### config.mk
export PLATFORM = sky130hd
export DESIGN_NAME = misr_compactor
export DESIGN_NICKNAME = d
export VERILOG_FILES = /design/src/rtl/trojan_chk_pkg.sv /design/src/rtl/misr_compactor.sv
export SDC_FILE = /design/constraint.sdc
export NUM_CORES = 1
export LEC_CHECK = 0
export CAP_MARGIN = 10
export CORE_UTILIZATION = 35
export DETAILED_ROUTE_END_ITERATION = 10
export SETUP_SLACK_MARGIN = 0.02
export SYNTH_ARGS = -nofsm -noshare
export SYNTH_HDL_FRONTEND = slang
export SYNTH_SLANG_ARGS = --single-unit
### constraint.sdc
create_clock -name clk -period 1 [get_ports clk]
set_input_delay 0.2 -clock clk [delete_from_list [all_inputs] [get_ports clk]]
set_output_delay 0.2 -clock clk [all_outputs]
set_load 0.02 [all_outputs]
### src/rtl/trojan_chk_pkg.sv
`default_nettype none
// ============================================================================
// Module   : trojan_chk_pkg
// Purpose  : Shared types, default constants and MISR step function for the
//            trojan response checker.
// Revision : 1.0 - initial release
// ============================================================================
package trojan_chk_pkg;

    typedef enum logic [1:0] {
        ST_IDLE  = 2'd0,
        ST_RUN   = 2'd1,
        ST_CHECK = 2'd2,
        ST_DONE  = 2'd3
    } state_e;

    localparam logic [15:0] c_DEF_POLY      = 16'h1021;
    localparam logic [15:0] c_DEF_MISR_SEED = 16'h0000;
    localparam int          c_MISR_W_MAX    = 64;

    // Works on a 64-bit container; width selects the live signature bits.
    function automatic logic [63:0] misr_step(
        input logic [63:0] sig,
        input logic [1:0]  data2,
        input logic [63:0] poly,
        input int unsigned width
    );
        logic [63:0] w_mask;
        logic [63:0] w_fb;
        w_mask = (64'd1 << width) - 64'd1;
        w_fb   = (((sig >> (width - 1)) & 64'd1) != 64'd0) ? poly : 64'd0;
        misr_step = (((sig << 1) ^ w_fb) & w_mask) ^ {62'd0, data2};
    endfunction

endpackage
`default_nettype wire

### src/rtl/misr_compactor.sv
`default_nettype none
// ============================================================================
// Module   : misr_compactor
// Purpose  : Signature register with seed load and per-record step enable.
// Revision : 1.0 - initial release
// ============================================================================
module misr_compactor
    import trojan_chk_pkg::*;
#(
    parameter int                MISR_W    = 16,
    parameter logic [MISR_W-1:0] POLY      = MISR_W'(c_DEF_POLY),
    parameter logic [MISR_W-1:0] MISR_SEED = MISR_W'(c_DEF_MISR_SEED)
)(
    input  logic              clk,
    input  logic              rst,
    input  logic              i_load,
    input  logic              i_step,
    input  logic [1:0]        i_data,
    output logic [MISR_W-1:0] o_sig
);

    logic [MISR_W-1:0] r_sig;
    logic [MISR_W-1:0] w_next;

    assign w_next = MISR_W'(misr_step(64'(r_sig), i_data, 64'(POLY), MISR_W));

    // Reset clears to zero; the seed only appears when a run is launched.
    always_ff @(posedge clk or posedge rst) begin
        if (rst) begin
            r_sig <= '0;
        end else if (i_load) begin
            r_sig <= MISR_SEED;
        end else if (i_step) begin
            r_sig <= w_next;
        end
    end

    assign o_sig = r_sig;

endmodule
`default_nettype wire

==> flow_summary.ini, run 1 <==
[critical_path]
cp_slowest_stage_delay_ps = 420
cp.required_ps = 800
crit_arrival_ps = 850
path_cells = buf_6
end_kind = output pin
crit_family = flip-flops
critPathLaunchType = flip-flop
crit_slowest_cell = dfrtp_1
critPathBufInv = 1
critPathMaxFanout = 2
critical_path_class = reg2out

[timing]
final.setup.worst_slack_ps = -45.0
timing.fmax_ghz = 0.957
hold_slack_ps = 204
finClkSkew_ps = 9.79
period_share_pct = 105
setup_violations = 16
final.setup.tns_ps = -421
final-hold-violation-count = 0
rsz0062_at_grt = true
slew-limit-headroom_pct = 85.8
drv_slew = 0
worstMarginPinSlew_ps = 212
post-route-min-period_ps = 1050

[logic_synthesis]
synthTopCellsByArea = dfrtp_1 (58%), mux2i_1 (17%), nor2_1 (8.7%)
synth_area_leader_cell = dfrtp_1
synth-seq-cells = 16
synthArstFlopShare_pct = 100
syn_area_um2 = 689
synth-main-ff-cell = dfrtp_1
syn_area_per_cell_um2 = 12.1
yosysSeqAreaShare_pct = 58.1
yosysUniqueCellTypes = 10
synth_cells = 57
syn_nets = 63
yosys_warnings = 0
yosys-top-cells-count = dfrtp_1 (16), nor2_1 (16), mux2i_1 (12)
yosys.area.top_type_share_pct = 58.1
synth-edff-count = 0

[power_and_ir_drop]
power_leakage_nw = 0.613
power_mw = 1.35
power.density_nw_per_um2 = 1130
max-vdd-ir-drop_mv = 0.801

[global_route]
grt_max_degree = 17
antenna_found_initial = 0
track_usage_pct = 17.9
grt_overflow_total = 0
grt_first_pass_wirelength_um = 2590
grt_pass1_vias = 590

[run_status]
status = complete, but fails checks
failed_checks = negative setup slack

[cts]
cts_tree = yes
cts-hold-fix-buffers = 0
htree_num_levels = 1
clk_latency_ps = 290
clk_pin_slew_ps = 100
cts_inserted_buffers = 3
root_buffer = clkbuf_4
clock-sinks = 16
clk_path_buf_depth = 2

[placement]
gp_congestion = 0.654
pre_cts_slack_ps = -294
portBuffers = 21
dp_hpwl_um = 1000
placed_area_um2 = 1070

[cells_and_area]
design_area_um2 = 1190
largest_reg_flops = 16
layout-drive-gt1-share_pct = 46.5
nets = 108
areaGrowthSynthToFinish_pct = 72.2
diodes = 0
nFillCells = 154

[route]
drtIter0Drc = 3
viasPerCell = 4.48
wl_per_cell_um = 12.3
routed_wl_um = 1560
first_pass_iters = 4
vias = 564
drc = 0
ant_nets = 0

[min_path]
hold_class = in2async

[floorplanning]
io_pins = 22
core-area_um2 = 1780
chipHeight_um = 46.4
start_util_pct = 38.7
num_rows = 15
die_w_um = 46.4
die-area_um2 = 2150

[flow_run]
maxCapViolations = 0
cell families (layout without fill, tap and decap cells):
family / after synthesis / in the layout / share of synthesized area (%)
flip-flops: 16 / 16 / 58.1
XOR/XNOR: 4 / 4 / 5.08
multiplexers: 12 / 12 / 17.4
AND/OR/NAND/NOR: 16 / 16 / 8.71
buffers and inverters: 5 / 49 / 4.17
AO/OA/AOI/OAI: 4 / 4 / 6.53
routing by layer:
layer	vias to the layer above	track usage, %	routed length, um
met4	0	10.6	12
met1	269	20.3	682
met2	13	31.4	802
met5	-	0	0
met3	2	2.35	58
li1	280	-	-
metrics by stage:
step	cells	util (%)
floorplan	57	-
global placement	118	60.2
detailed placement	118	60.2
CTS	126	66.4
global route	126	66.6
finish	126	66.6
path summary, 6_finish.rpt:
kind	start	to	slack (ps)	depth (start not counted)
min	rst	o_sig[11]	200	3
min in group clk	i_step	o_sig[1]	520	4
max reg2reg	o_sig[15]	o_sig[0]	0	3
max in group asynchronous	rst	o_sig[5]	660	3
max	o_sig[11]	o_sig[11]	-50	1
min reg2reg	o_sig[3]	o_sig[4]	660	3
cells in the final DEF (no fill, tap or decap):
cell             count
dfrtp_1             16
mux2i_2              1
nor2_1              16
clkbuf_4             3
buf_6               16
a211oi_1             1
buf_4               20
xnor2_1              4
a211oi_2             3
dlygate4sd2_1        1
clkbuf_8             1
clkdlybuf4s50_1      4
bufbuf_16            1
buf_12               2
inv_1                1
mux2i_1             11
power breakdown:
group          leakage (nW)  switching, mW  internal, mW
clock network        0.0210          0.214         0.222
logic                 0.372          0.101         0.135
registers             0.219         0.0117         0.663
final cells by class:
| type | count | area (um2) | area share, % |
|---|---|---|---|
| Clock buffer | 4 | 36.3 | 3.06 |
| Inverter | 1 | 3.75 | 0.316 |
| Multi-Input combinational cell | 36 | 264 | 22.2 |
| Sequential cell | 16 | 400 | 33.7 |
| Tap cell | 25 | 31.3 | 2.63 |
| Timing Repair Buffer | 44 | 452 | 38.0 |
what timing repair did:
action	CTS	global route
gates resized for setup	97	1
endpoints found under the setup margin	20	23
gates cloned	1	0
setup buffers	3	2
pin swaps	2	2
Note: power is estimated with default switching activity, not from simulation.
==> run 2, diff against run 1 <==
--- a/config.mk
+++ b/config.mk
@@ -6,7 +6,9 @@
 export NUM_CORES = 1
 export LEC_CHECK = 0
 export CAP_MARGIN = 10
-export CORE_UTILIZATION = 35
+export CORE_MARGIN = 2
+export CORE_UTILIZATION = 30
+export CTS_CLUSTER_DIAMETER = 120
 export DETAILED_ROUTE_END_ITERATION = 10
 export SETUP_SLACK_MARGIN = 0.02
 export SYNTH_ARGS = -nofsm -noshare
==> run 2 against run 1 <==
Compared with the run above: the run still ends with negative setup slack left; hold slack gained 11 ps; clock skew fell by 9.4 ps; worst setup slack about the same; combinational power increased by 8%; critical path type unchanged.
==> flow_summary.ini, run 2 (synthesized netlist as in run 1, its figures left out) <==
[run_status]
status = complete, but fails checks
failed_checks = negative setup slack

[power_and_ir_drop]
power_mw = 1.36
max-vdd-ir-drop_mv = 0.651
power.density_nw_per_um2 = 1090
power_leakage_nw = 0.632

[critical_path]
cp_slowest_stage_delay_ps = 420
critical_path_class = reg2out
end_kind = output pin
critPathLaunchType = flip-flop
critPathBufInv = 1
cp.required_ps = 800
crit_family = flip-flops
crit_slowest_cell = dfrtp_1
critPathMaxFanout = 2
crit_arrival_ps = 850
path_cells = buf_6

[cts]
htree_num_levels = 1
clk_pin_slew_ps = 100
cts-hold-fix-buffers = 0
clk_latency_ps = 280
clock-sinks = 16
root_buffer = clkbuf_4
cts_tree = yes
cts_inserted_buffers = 3
clk_path_buf_depth = 2

[route]
routed_wl_um = 1560
first_pass_iters = 4
wl_per_cell_um = 12.1
ant_nets = 0
viasPerCell = 4.38
drtIter0Drc = 3
drc = 0
vias = 565

[cells_and_area]
nets = 108
layout_common_cells = buf_6 (20), nor2_1 (16), dfrtp_1 (16), buf_4 (16), mux2i_1 (12)
largest_reg_flops = 16
layoutNonFillerInstCount = 129
layout-drive-gt1-share_pct = 49.5
diodes = 0
areaGrowthSynthToFinish_pct = 80.0
final_common_cell = buf_6

[global_route]
grt_use_met2_pct = 21.3
antenna_found_initial = 0
grt_first_pass_wirelength_um = 2580
grt_pass1_vias = 573
track_usage_pct = 13.5
grt_overflow_total = 0
met3_usage_pct = 3.45
top_usage_layer = met2
met1_usage_pct = 16.5
grt_max_degree = 17

[floorplanning]
die_w_um = 51.9
chipHeight_um = 51.9
io_pins = 22
num_rows = 17
core-area_um2 = 2190
die-area_um2 = 2700
start_util_pct = 31.5

[min_path]
hold_class = in2async

[timing]
worstMarginPinSlew_ps = 193
final.setup.worst_slack_ps = -45.0
hold_slack_ps = 215
drv_slew = 0
rsz0062_at_grt = true
slew-limit-headroom_pct = 87.1
final.setup.tns_ps = -344
final-hold-violation-count = 0
setup_violations = 16
finClkSkew_ps = 0.439
post-route-min-period_ps = 1050
timing.fmax_ghz = 0.957
period_share_pct = 105

[placement]
gp_congestion = 0.750
portBuffers = 21
pre_cts_slack_ps = -312
dp_hpwl_um = 1040
post-place-cells = 122

[flow_run]
maxCapViolations = 0
run 2: per-layer routing:
metal,up-vias,routed length (um)
li1,278,-
met1,273,705
met2,14,778
met3,0,71
met4,0,0
met5,-,0
run 2: path summary, 6_finish.rpt:
path | startpoint | endpoint | slack, ps | depth (start not counted)
min in group clk | i_step | o_sig[11] | 560 | 4
min reg2reg | o_sig[3] | o_sig[3] | 650 | 3
min | rst | o_sig[3] | 210 | 3
max in group asynchronous | rst | o_sig[15] | 670 | 3
max reg2reg | o_sig[0] | o_sig[1] | 50 | 3
max | o_sig[4] | o_sig[4] | -50 | 1
run 2: area by class of cell:
type / count / area, um2
Multi-Input combinational cell: 36 / 299
Fill cell: 199 / 950
Timing Repair Buffer: 44 / 467
Tap cell: 28 / 35.0
Inverter: 1 / 3.75
Clock buffer: 4 / 36.3
Sequential cell: 16 / 400
run 2: power by group:
| group | leakage [nW] | internal (mW) | total, mW | switching (mW) |
|---|---|---|---|---|
| clock network | 0.0210 | 0.221 | 0.426 | 0.205 |
| registers | 0.219 | 0.663 | 0.677 | 0.0136 |
| logic | 0.392 | 0.145 | 0.253 | 0.108 |
| total | 0.632 | 1.03 | 1.36 | 0.326 |
run 2: stage by stage:
step | instance area [um2] | utilization, %
5_1_grt | 1240 | 56.7
3_3_place_gp | 1080 | 49.5
3_5_place_dp | 1080 | 49.5
4_1_cts | 1190 | 54.5
6_report | 1240 | 56.7
2_1_floorplan | 689 | -
run 2: repair_timing:
action / 4_1_cts / 5_1_grt
endpoints found under the setup margin: 17 / 24
cloned: 1 / 0
buffers inserted: 3 / 0
gates resized for setup: 97 / 9
endpoints found under the hold margin: 0 / 0
pin swaps: 1 / 6
==> run 3, diff against run 2 <==
==> constraint.sdc (replaced) <==
create_clock -name clk -period 1.05 [get_ports clk]
set_input_delay 0.21 -clock clk [delete_from_list [all_inputs] [get_ports clk]]
set_output_delay 0.21 -clock clk [all_outputs]
set_load 0.02 [all_outputs]
==> run 3 against run 2 <==
Compared with the run above: the run now ends clean; register-to-register slack improved by 20 ps; highest routed layer unchanged; non-clock buffer count increased by 1; hold slack barely moved; global-route usage fell by 2.1 points; critical path depth did not move; sequential power down 4.9%; utilization is 3.8 points lower.
==> flow_summary.ini, run 3 (synthesized netlist as in run 1, its figures left out) <==
[critical_path]
cp_slowest_stage_delay_ps = 410
cp.depth = 1
crit_path_end = o_sig[5]
crit_family = flip-flops
r2r_cells = 3
critPathMaxFanout = 2
setup.worst_path.start = o_sig[5]
regToRegEndpoint = o_sig[1]
crit_slowest_cell = dfrtp_1
critPathLaunchType = flip-flop
cp.required_ps = 840
crit_arrival_ps = 830
path_cells = buf_6
critical_path_class = reg2out
end_kind = output pin
reg2reg_slack_ps = 70
critPathBufInv = 1
r2r-start = o_sig[0]

[route]
routed_wl_um = 1370
drc = 0
first_pass_iters = 2
ant_nets = 0
viasPerCell = 4.26
wl_per_cell_um = 10.5
drtIter0Drc = 5
vias = 554

[global_route]
grt_overflow_total = 0
antenna_found_initial = 0
track_usage_pct = 11.4
grt_pass1_vias = 503
grt_first_pass_wirelength_um = 2220
grt_max_degree = 21

[cts]
clk_latency_ps = 280
cts_tree = yes
htree_num_levels = 1
root_buffer = clkbuf_4
cts-hold-fix-buffers = 0
clk_pin_slew_ps = 100
clock-sinks = 16
clk_path_buf_depth = 2
cts_inserted_buffers = 3

[min_path]
hold_class = in2async

[timing]
post-route-min-period_ps = 1040
worstMarginPinSlew_ps = 200
finClkSkew_ps = 3.69
period_share_pct = 99.1
drv_slew = 0
rsz0062_at_grt = true
final.setup.tns_ps = 0
final-hold-violation-count = 0
setup_violations = 0
slew-limit-headroom_pct = 86.6
timing.fmax_ghz = 0.961

[cells_and_area]
final_common_cell = buf_4
layoutNonFillerInstCount = 130
multi_input_area_um2 = 260
register_area_um2 = 400
layout_common_cells = buf_4 (23), nor2_1 (16), dfrtp_1 (16), buf_6 (16), mux2i_1 (12)
nets = 109
largest_reg_flops = 16
layout-drive-gt1-share_pct = 46.1
design_area_um2 = 1160
nFillCells = 208
areaGrowthSynthToFinish_pct = 68.1
diodes = 0

[power_and_ir_drop]
power.density_nw_per_um2 = 1080
power_mw = 1.25
power_leakage_nw = 0.602
max-vdd-ir-drop_mv = 0.736

[placement]
placed_area_um2 = 1070
gp_congestion = 0.750
portBuffers = 21
post-place-cells = 122
dp_hpwl_um = 987

[floorplanning]
die-area_um2 = 2700
die_w_um = 51.9
start_util_pct = 31.5
num_rows = 17
io_pins = 22
core-area_um2 = 2190
chipHeight_um = 51.9

[flow_run]
maxCapViolations = 0

[run_status]
status = finished, final reports clean
## run 3: cell count changes in the layout (fill, tap and decap cells not counted)
cell	delta
xnor2_1	+3
clkdlybuf4s50_1	+1
buf_12	-1
buf_4	+7
xnor2_2	-2
bufbuf_16	-1
xnor2_4	-1
a211oi_1	+1
buf_6	-4
a211oi_2	-1
dlygate4sd2_1	-1
## run 3: metal layers
layer / share of wire, % / routed length (um) / GRT usage [%]
met1: 45 / 611 / 15.5
met2: 50 / 678 / 16.5
met3: 5.6 / 77 / 3.45
met4: 0 / 0 / 5.26
met5: 0 / 0 / 0
## run 3: what timing repair did
action                     in CTS  in global routing
resized for setup              94                  2
setup buffers                   2                  2
pin swaps                       0                  2
setup endpoints to repair      16                 18
## run 3: metrics by stage
| stage | worst slack, ps | hold WS [ps] | utilization [%] |
|---|---|---|---|
| floorplan | 98.9 | 124 | - |
| global placement | -223 | 534 | 48.9 |
| detailed placement | -237 | 532 | 48.9 |
| CTS | -4.04 | 215 | 51.9 |
| global route | -39.0 | 215 | 52.9 |
| finish | 9.56 | 215 | 52.9 |
## run 3: final cells by class
| class | instances | area share (%) |
|---|---|---|
| flip-flops and latches | 16 | 34.6 |
| clock buffers | 4 | 3.13 |
| well taps | 28 | 3.02 |
| multi-input cells | 36 | 22.5 |
| repair buffers | 45 | 36.5 |
| inverters | 1 | 0.324 |
## run 3: power by group
part / internal, mW / total [mW] / leakage, nW / switching, mW
clock: 0.211 / 0.405 / 0.0210 / 0.195
combinational: 0.112 / 0.203 / 0.362 / 0.0915
sequential: 0.632 / 0.644 / 0.219 / 0.0119
total: 0.954 / 1.25 / 0.602 / 0.298
## run 3: worst min path at each step
stage               end  slack (ps)  cells past startpoint
3_3_place_gp   o_sig[3]         530                      3
3_5_place_dp   o_sig[3]         530                      3
5_1_grt        o_sig[4]         220                      3
4_1_cts        o_sig[2]         220                      3
6_report       o_sig[3]         210                      3
2_1_floorplan  o_sig[0]         120                      1
